**src/rtl/ext_io_agent.sv**
```systemverilog
// Host-side bridge for the four 8-bit processor I/O ports. It drives the input ports from host
// writes and reports changes on the output ports through a first-word fall-through event FIFO.
module ext_io_agent #(
  parameter int FIFO_DEPTH = 8,
  parameter int CNT_W      = 4
) (
  input  logic             clk,
  input  logic             Reset,
  input  logic [7:0]       OutExtWorld1,
  input  logic [7:0]       OutExtWorld2,
  input  logic [7:0]       OutExtWorld3,
  input  logic [7:0]       OutExtWorld4,
  output logic [7:0]       InpExtWorld1,
  output logic [7:0]       InpExtWorld2,
  output logic [7:0]       InpExtWorld3,
  output logic [7:0]       InpExtWorld4,
  input  logic             host_wr_valid,
  input  logic [1:0]       host_wr_port,
  input  logic [7:0]       host_wr_data,
  output logic             host_wr_ready,
  output logic             host_rd_valid,
  input  logic             host_rd_ready,
  output logic [1:0]       host_rd_port,
  output logic [7:0]       host_rd_data,
  output logic [CNT_W-1:0] fifo_count,
  output logic             overflow
);
  localparam int PTR_W = $clog2(FIFO_DEPTH);

  logic [7:0]       out_vec    [4];
  logic [7:0]       inp_reg    [4];
  logic [7:0]       shadow_reg [4];
  logic [7:0]       pdata_reg  [4];
  logic             pend_reg   [4];
  logic [3:0]       pend_vec;
  logic [3:0]       change;
  logic [3:0]       drain;
  logic             push;
  logic [1:0]       push_port;
  logic             pop;
  logic             full;
  logic             overflow_hit;
  logic             wr_ready_reg;
  logic             overflow_reg;
  logic [9:0]       mem [FIFO_DEPTH];
  logic [9:0]       head;
  logic [PTR_W-1:0] wr_ptr_reg;
  logic [PTR_W-1:0] rd_ptr_reg;
  logic [CNT_W-1:0] count_reg;

  assign out_vec[0]   = OutExtWorld1;
  assign out_vec[1]   = OutExtWorld2;
  assign out_vec[2]   = OutExtWorld3;
  assign out_vec[3]   = OutExtWorld4;
  assign InpExtWorld1 = inp_reg[0];
  assign InpExtWorld2 = inp_reg[1];
  assign InpExtWorld3 = inp_reg[2];
  assign InpExtWorld4 = inp_reg[3];

  genvar gi;
  generate
    for (gi = 0; gi < 4; gi++) begin : g_port
      assign change[gi]   = out_vec[gi] != shadow_reg[gi];
      assign pend_vec[gi] = pend_reg[gi];

      // A fresh change wins over a drain: the port stays pending with the newer value.
      always_ff @(posedge clk or posedge Reset) begin
        if (Reset) begin
          shadow_reg[gi] <= '0;
          pdata_reg[gi]  <= '0;
          pend_reg[gi]   <= 1'b0;
          inp_reg[gi]    <= '0;
        end else begin
          if (change[gi]) begin
            shadow_reg[gi] <= out_vec[gi];
            pdata_reg[gi]  <= out_vec[gi];
            pend_reg[gi]   <= 1'b1;
          end else if (drain[gi]) begin
            pend_reg[gi]   <= 1'b0;
          end
          if (wr_ready_reg && host_wr_valid && host_wr_port == 2'(gi))
            inp_reg[gi] <= host_wr_data;
        end
      end
    end
  endgenerate

  // Lowest-index pending port wins; eligibility uses the pre-edge count, so nothing is pushed at full.
  always_comb begin
    push      = 1'b0;
    push_port = '0;
    drain     = '0;
    if (!full) begin
      for (int p = 3; p >= 0; p--) begin
        if (pend_vec[p]) begin
          push      = 1'b1;
          push_port = 2'(p);
        end
      end
    end
    if (push)
      drain[push_port] = 1'b1;
  end

  assign overflow_hit  = |(change & pend_vec & ~drain);
  assign full          = count_reg == CNT_W'(FIFO_DEPTH);
  assign host_rd_valid = count_reg != '0;
  assign pop           = host_rd_valid && host_rd_ready;
  assign head          = mem[rd_ptr_reg];
  assign host_rd_port  = host_rd_valid ? head[9:8] : '0;
  assign host_rd_data  = host_rd_valid ? head[7:0] : '0;
  assign fifo_count    = count_reg;
  assign overflow      = overflow_reg;
  assign host_wr_ready = wr_ready_reg;

  always_ff @(posedge clk) begin
    if (push)
      mem[wr_ptr_reg] <= {push_port, pdata_reg[push_port]};
  end

  always_ff @(posedge clk or posedge Reset) begin
    if (Reset) begin
      wr_ptr_reg   <= '0;
      rd_ptr_reg   <= '0;
      count_reg    <= '0;
      wr_ready_reg <= 1'b0;
      overflow_reg <= 1'b0;
    end else begin
      wr_ready_reg <= 1'b1;
      if (overflow_hit)
        overflow_reg <= 1'b1;
      if (push)
        wr_ptr_reg <= wr_ptr_reg + PTR_W'(1);
      if (pop)
        rd_ptr_reg <= rd_ptr_reg + PTR_W'(1);
      case ({push, pop})
        2'b10:   count_reg <= count_reg + CNT_W'(1);
        2'b01:   count_reg <= count_reg - CNT_W'(1);
        default: count_reg <= count_reg;
      endcase
    end
  end
endmodule

```
**config.mk**
```make
export PLATFORM = sky130hd
export DESIGN_NAME = ext_io_agent
export DESIGN_NICKNAME = d
export VERILOG_FILES = /design/src/rtl/ext_io_agent.sv
export SDC_FILE = /design/constraint.sdc
export NUM_CORES = 1
export LEC_CHECK = 0
export BUFFER_PORTS_ARGS = -buffer_cell sky130_fd_sc_hd__clkbuf_2
export CELL_PAD_IN_SITES_DETAIL_PLACEMENT = 1
export CELL_PAD_IN_SITES_GLOBAL_PLACEMENT = 1
export CORE_ASPECT_RATIO = 0.8
export CORE_MARGIN = 8
export CORE_UTILIZATION = 43
export CTS_CLUSTER_DIAMETER = 50
export DETAILED_ROUTE_END_ITERATION = 10
export GPL_TIMING_DRIVEN = 0
export PLACE_DENSITY_LB_ADDON = 0.2
export SYNTH_ARGS = -nofsm -noshare
export SYNTH_HDL_FRONTEND = slang
export SYNTH_SLANG_ARGS = --single-unit
```
**constraint.sdc**
```tcl
create_clock -name clk -period 2.36 [get_ports clk]
set_input_delay 0.236 -clock clk [delete_from_list [all_inputs] [get_ports clk]]
set_output_delay 0.236 -clock clk [all_outputs]
set_load 0.005 [all_outputs]
```
# Yosys cells after proc, flatten, opt, wreduce, memory -nomap -nowiden

Memories as Yosys holds them, arrays and structs flattened.
Index checks and enable logic that the tools add are counted.

Register bits: 80
Memory bits (writable): 80
Input bits: 46
Output and inout bits: 49
Memories: 1

$add $sub $neg: 4
$lt $le $gt $ge: 3
Equality and inequality tests: 10
Multiplexer cells: 29
Bitwise operators: 4
Reductions and logical operators: 15

Memory list:

| name | depth | width | read ports | clocked after memory_dff | write ports | line | text |
|---|---|---|---|---|---|---|---|
| mem  | 8     | 10    | 1          | 0                        | 1           | 45   | `logic [9:0] mem [FIFO_DEPTH];` |

Operators by type and width:

| operator              | number |
|---|---|
| $ne A8 B8 Y1          | 4 |
| $mux W8               | 3 |
| $bmux W8 S2           | 1 |
| $mux W1               | 16 |
| $mux W2               | 6 |
| $reduce_bool A2 Y1    | 5 |
| $and A4 B4 Y4         | 2 |
| $pmux W4 S2           | 1 |
| $logic_and A1 B1 Y1   | 7 |
| $add A3 B1 Y3 const B | 2 |
| $eq A2 B2 Y1 const B  | 3 |
| $add A4 B1 Y4 const B | 1 |
| $eq A2 B1 Y1 const B  | 2 |
| $eq A4 B4 Y1 const B  | 1 |
| $mux W4               | 1 |
| $not A4 Y4            | 1 |
| $reduce_bool A4 Y1    | 1 |
| $reduce_or A4 Y1      | 1 |
| $sub A4 B1 Y4 const B | 1 |
| $ge A3 B3 Y1 const B  | 1 |
| $lt A2 B3 Y1 const B  | 1 |
| $not A2 Y3            | 1 |
| $demux W1 S2          | 1 |
| $ge A2 B1 Y1 const B  | 1 |
| $logic_not A2 Y1      | 1 |

# Logic depth before layout (Yosys ltp)

Depth in word-level cells: 13
Depth in mapped cells: 12
Gate-level depth less buffers: 10

# Worst setup path before layout

No wires, ideal clock.

Path type: reg-to-reg
Start point: reg count_reg[1] (netlist: fifo_count[1])
End point: reg count_reg[2] (netlist: fifo_count[2])
Data arrival time: 2.286 ns
Data required time: 2.229 ns
Slack: -0.057 ns
Cell stages (with the launch flop): 13
Buffers on the path: 2
Clock period less this slack: 2.417 ns
Cells stage by stage: dfrtp_1 -> buf_2 -> nor4_1 -> inv_1 -> and2_1 -> clkbuf_1 -> ha_1 -> xor2_1 -> ha_1 -> a21oi_1 -> xor2_1 -> nor2_1 -> xor2_1

Cells in the longest elaborated chain, start to end: 4
Elaborated cells between the ends (all ways): 10

Ends and longest elaborated chain:

| what                                              | line | text |
|---|---|---|
| from (decl)                                       | 49   | `logic [CNT_W-1:0] count_reg;` |
| from (signal assigned)                            | 137  | `2'b10: count_reg <= count_reg + CNT_W'(1);` |
| from (signal assigned)                            | 138  | `2'b01: count_reg <= count_reg - CNT_W'(1);` |
| from (signal assigned)                            | 139  | `default: count_reg <= count_reg;` |
| $reduce_bool A4 Y1 *                              | 107  | `assign host_rd_valid = count_reg != '0;` |
| named net host_rd_valid                           | 21   | `output logic host_rd_valid,` |
| $logic_and A1 B1 Y1 *                             | 108  | `assign pop = host_rd_valid && host_rd_ready;` |
| named net pop                                     | 40   | `logic pop;` |
| $eq A2 B1 Y1 or $eq A2 B2 Y1 (tied branches)      | 136  | `case ({push, pop})` |
| $pmux W4 S2 or $reduce_bool A2 Y1 (tied branches) | --   |  |

The timed path passes the listed nets; every way through them passes the cells marked *.
A chain may end at the register's enable or synchronous reset.

# Final worst setup path

Start point: reg count_reg[1] (netlist: fifo_count[1])
End point: reg count_reg[2] (netlist: fifo_count[2])

Cells in the longest elaborated chain, start to end: 4
Elaborated cells between the ends (all ways): 10

Ends and longest elaborated chain:

| what                                               | line |
|---|---|
| $eq A4 B4 Y1 or $reduce_bool A4 Y1 (tied branches) | 106, 107 |
| $mux W1 or $logic_and A1 B1 Y1 (tied branches)     | 93, 108 |
| $eq A2 B1 Y1 or $eq A2 B2 Y1 (tied branches)       | 136 |
| $pmux W4 S2 or $reduce_bool A2 Y1 (tied branches)  | -- |

Parallel ways exist; a longest one is shown, timed or not.

==> results.md <==
* Outcome: complete, but fails checks
* Failing checks: negative setup slack
* Area Growth Syn to Fin at 22.4%
* Routed length per placed instance at around 20 um
* Hold path start: OutExtWorld4[5]
* Number of global-route vias before repair at 4,468
* Data arrival, critical path at 2660 ps
* Worst path slowest cell: sky130_fd_sc_hd__dfrtp_1
* Final Worst Setup Slack at -2.82 ps
* Via-per-instance ratio at 5.21
* DP HPWL at 10,600 um
* Die footprint at 19,500 um2
* Reg-to-Reg Start: fifo_count[1]
* Worst skew pair latency at 420 ps
* Total clock buffers created by CTS at 17
* Total grt overflow at 0
* Routed wire length at 15,000 um
* CP delay by family, top: simple AND/OR/NAND/NOR gates
* Period Utilization, post-route at 100%
* Standard-cell row count at 40
* TritonCTS clock tree: yes
* Type of element capturing the critical path: register
* Number of standard cells after synthesis at 435
* Final antenna-violating net count at 0
* GRT Overall Usage at ~16%
* Routability congestion estimate at between 0.7 and 0.8
* Worst slew pin tran at around 880 ps
* Std-Cell Core Area at about 15,000 um2
* Leakage at ~3.2 nW
* Register area share after synthesis at 67.2%
* Synthesized Nets at 486
* Crit start category: register
* Cell occurring most often along the worst timing path: sky130_fd_sc_hd__xor2_1
* Proportion of layout cells with a drive suffix above 1 at approximately 37%
* Share of async-settable or async-resettable flops after synthesis at 50.0%
* Shortest clock period the worst path allows after layout at approximately 2400 ps
* Antenna violations before repair at 0
* Post-synth EDFFs at 80
* Top FF cell, synth: sky130_fd_sc_hd__edfxtp_1
* Unrepaired setup endpoints after global routing: true
* Detailed router's first-iteration violation count at 147
* Register bit total from synthesis at 160
* Remaining max-slew budget at the tightest pin at 41.4%
* Wire length of the first global-routing pass at 24,300 um
* Combined buffer and inverter count along the critical path at 2
* Number of primary I/O pins at 95
* Fmax at roughly 420 MHz
* Final hold violation count at 0
* Post-synth top area share at 36.6%
* Required time at the endpoint of the critical path at 2660 ps
* Root buffer cell: sky130_fd_sc_hd__clkbuf_16
* Count of unresolved DRC violations after routing at 0
* Number of failing setup endpoints in the final timing report at 1
* # port buffers at between 90 and 100
* Diodes inserted at 0
* Delay of the slowest cell on the worst path at between 300 and 400 ps
* H-tree lvl count at 4
* Power density over cell area at approximately 1100 nW/um2
* Buffer depth of the longest clock path at 2
* Type of the worst setup path: reg2reg
* Clock tree skew after final layout at between 10 and 15 ps
* Die Ht at 126 um
* Number of nets in the layout at 601
* Launching instance or port of the critical path: fifo_count[1]
* Pin count of the biggest net entering global routing at 63
* First drt pass iteration count at 4
* Clock sink count at 160
* Pins Over Slew Limit at 0
* Count of maximum capacitance violations at 0
* Avg Inst Size Synth at between 15 and 20 um2
* Total vias in the final route at 3,915
* Cells along the critical path: buf_2 > nor4b_4 > nor2_1 > inv_1 > ha_2 > xor2_1 > ha_1 > a21oi_1 > xor2_1 > nor2_1 > xor2_1
* Cell type with the highest aggregate area in the netlist: sky130_fd_sc_hd__edfxtp_1
* Worst hold slack at 21.6 ps
* Horizontal die dimension at 154 um
* Power, Total at 9.22 mW
* Yosys cell types at 37
* Max reg flops at 80
* Warnings from Yosys at 0
* Ranking of synthesized cells by area: sky130_fd_sc_hd__edfxtp_1, sky130_fd_sc_hd__dfrtp_1, sky130_fd_sc_hd__mux4_2
* CP max FO at 8
* Clock edge transition at the registers on the reported setup and hold paths at approximately 60 ps
* Cell area after technology mapping at 6560 um2
* Min-Delay Path Class: in2reg
* Peak supply drop at ~0.00055 V
* Starting density of the core at 43.8%
* Utilization of the core after routing at 53.7%
-- worst register-to-register path: stages, from the launching register on --
cell	delay, ps
sky130_fd_sc_hd__dfrtp_1	370
sky130_fd_sc_hd__buf_2	190
sky130_fd_sc_hd__nor4b_4	380
sky130_fd_sc_hd__nor2_1	160
sky130_fd_sc_hd__inv_1	140
sky130_fd_sc_hd__ha_2	250
sky130_fd_sc_hd__xor2_1	80
sky130_fd_sc_hd__ha_1	180
sky130_fd_sc_hd__a21oi_1	140
sky130_fd_sc_hd__xor2_1	160
sky130_fd_sc_hd__nor2_1	70
sky130_fd_sc_hd__xor2_1	140
-- area by class of cell --
class                           count  area, um2
Buffer                             43        181
Clock buffer                       24        452
Clock inverter                      8        136
Fill cell                        1458       6940
Inverter                            3       13.8
Multi-Input combinational cell    227       2080
Sequential cell                   160       4410
Tap cell                          189        236
Timing Repair Buffer               98        523
-- metrics by stage --
step	area, um2	setup WS, ps	setup TNS (ps)	instances
detailed placement	7310	-227	-10090	719
global placement	7270	-927	-83820	718
global route	8030	-205	-676	752
floorplan	6570	39.9	0	435
CTS	7990	-113	-138	751
finish	8030	-2.82	-2.82	752
-- cell usage in the layout, fill, tap and decap left out, types with 2 or more instances in the layout --
| cell | count |
|---|---|
| sky130_fd_sc_hd__clkbuf_2 | 97 |
| sky130_fd_sc_hd__edfxtp_1 | 80 |
| sky130_fd_sc_hd__dfrtp_1 | 79 |
| sky130_fd_sc_hd__clkbuf_1 | 43 |
| sky130_fd_sc_hd__mux2_2 | 34 |
| sky130_fd_sc_hd__nor2_1 | 26 |
| sky130_fd_sc_hd__nand2_1 | 21 |
| sky130_fd_sc_hd__xor2_1 | 21 |
| sky130_fd_sc_hd__mux4_2 | 20 |
| sky130_fd_sc_hd__xnor2_1 | 19 |
| sky130_fd_sc_hd__clkbuf_16 | 17 |
| sky130_fd_sc_hd__a21oi_1 | 10 |
| sky130_fd_sc_hd__mux2i_1 | 9 |
| sky130_fd_sc_hd__o21ai_2 | 8 |
| sky130_fd_sc_hd__a22oi_1 | 7 |
| sky130_fd_sc_hd__nor2_2 | 6 |
| sky130_fd_sc_hd__nand4_1 | 5 |
| sky130_fd_sc_hd__nor4_1 | 4 |
| sky130_fd_sc_hd__ha_1 | 4 |
| sky130_fd_sc_hd__bufinv_16 | 4 |
| sky130_fd_sc_hd__nand2b_1 | 3 |
| sky130_fd_sc_hd__clkinv_1 | 3 |
| sky130_fd_sc_hd__inv_1 | 2 |
| sky130_fd_sc_hd__buf_6 | 2 |
| sky130_fd_sc_hd__a22oi_2 | 2 |
| sky130_fd_sc_hd__nor3_4 | 2 |
| sky130_fd_sc_hd__o22ai_1 | 2 |
| sky130_fd_sc_hd__nand3b_1 | 2 |
| sky130_fd_sc_hd__o21ai_0 | 2 |
| sky130_fd_sc_hd__buf_4 | 2 |
-- where the power goes --
part,total [mW],internal (mW),switching (mW)
clock,2.78,1.76,1.02
combinational,2.50,1.19,1.31
sequential,3.94,3.61,0.333
-- logic make-up after synthesis --
| logic type | Yosys count | synth area share (%) |
|---|---|---|
| XOR/XNOR | 40 | 5.34 |
| adder cells (fa/ha/maj) | 5 | 0.954 |
| AND/OR/NAND/NOR | 81 | 6.11 |
| flip-flops | 160 | 67.2 |
| AO/OA/AOI/OAI | 35 | 3.17 |
| buffers and inverters | 48 | 2.80 |
| multiplexers | 65 | 14.4 |
| other | 1 | 0.0572 |
-- synth_stat cells, types with 2 or more instances --
cell / count
sky130_fd_sc_hd__nor2_1: 32
sky130_fd_sc_hd__nand4_1: 5
sky130_fd_sc_hd__a22oi_1: 9
sky130_fd_sc_hd__nor4_1: 6
sky130_fd_sc_hd__xnor2_1: 19
sky130_fd_sc_hd__mux4_2: 20
sky130_fd_sc_hd__a21oi_1: 10
sky130_fd_sc_hd__nand3b_1: 2
sky130_fd_sc_hd__clkbuf_1: 42
sky130_fd_sc_hd__inv_1: 3
sky130_fd_sc_hd__xor2_1: 21
sky130_fd_sc_hd__dfrtp_1: 80
sky130_fd_sc_hd__ha_1: 5
sky130_fd_sc_hd__mux2i_1: 10
sky130_fd_sc_hd__nand2b_1: 3
sky130_fd_sc_hd__mux2_2: 34
sky130_fd_sc_hd__and2_1: 2
sky130_fd_sc_hd__buf_2: 3
sky130_fd_sc_hd__edfxtp_1: 80
sky130_fd_sc_hd__o21ai_0: 10
sky130_fd_sc_hd__o22ai_1: 2
sky130_fd_sc_hd__nor3_1: 2
sky130_fd_sc_hd__nand2_1: 21
-- timing repair --
item                                    CTS  global route
endpoints found under the hold margin    18             0
hold buffers                              1             0
endpoints found under the setup margin  116           107
pin swaps                                 1             2
buffers inserted                          0             2
resized for setup                        32             8
-- final timing paths --
check                                  end  slack, ps  depth (start not counted)
hold / removal                pdata_reg[5]         20                          2
setup / recovery             fifo_count[2]         -3                         11
hold reg to reg            InpExtWorld2[6]        500                          1
max in group asynchronous    fifo_count[0]       1440                          4
setup reg to reg             fifo_count[2]         -3                         11
min in group asynchronous  InpExtWorld4[5]        310                          3
-- metal layers --
| metal | track usage [%] | vias up | routed length, um |
|---|---|---|---|
| li1 | - | 1794 | - |
| met5 | 0 | - | 0 |
| met3 | 4.65 | 19 | 683 |
| met2 | 27.0 | 89 | 7540 |
| met4 | 5.12 | 0 | 184 |
| met1 | 20.5 | 2013 | 6570 |
No activity file was read; power rests on OpenSTA's default activity.
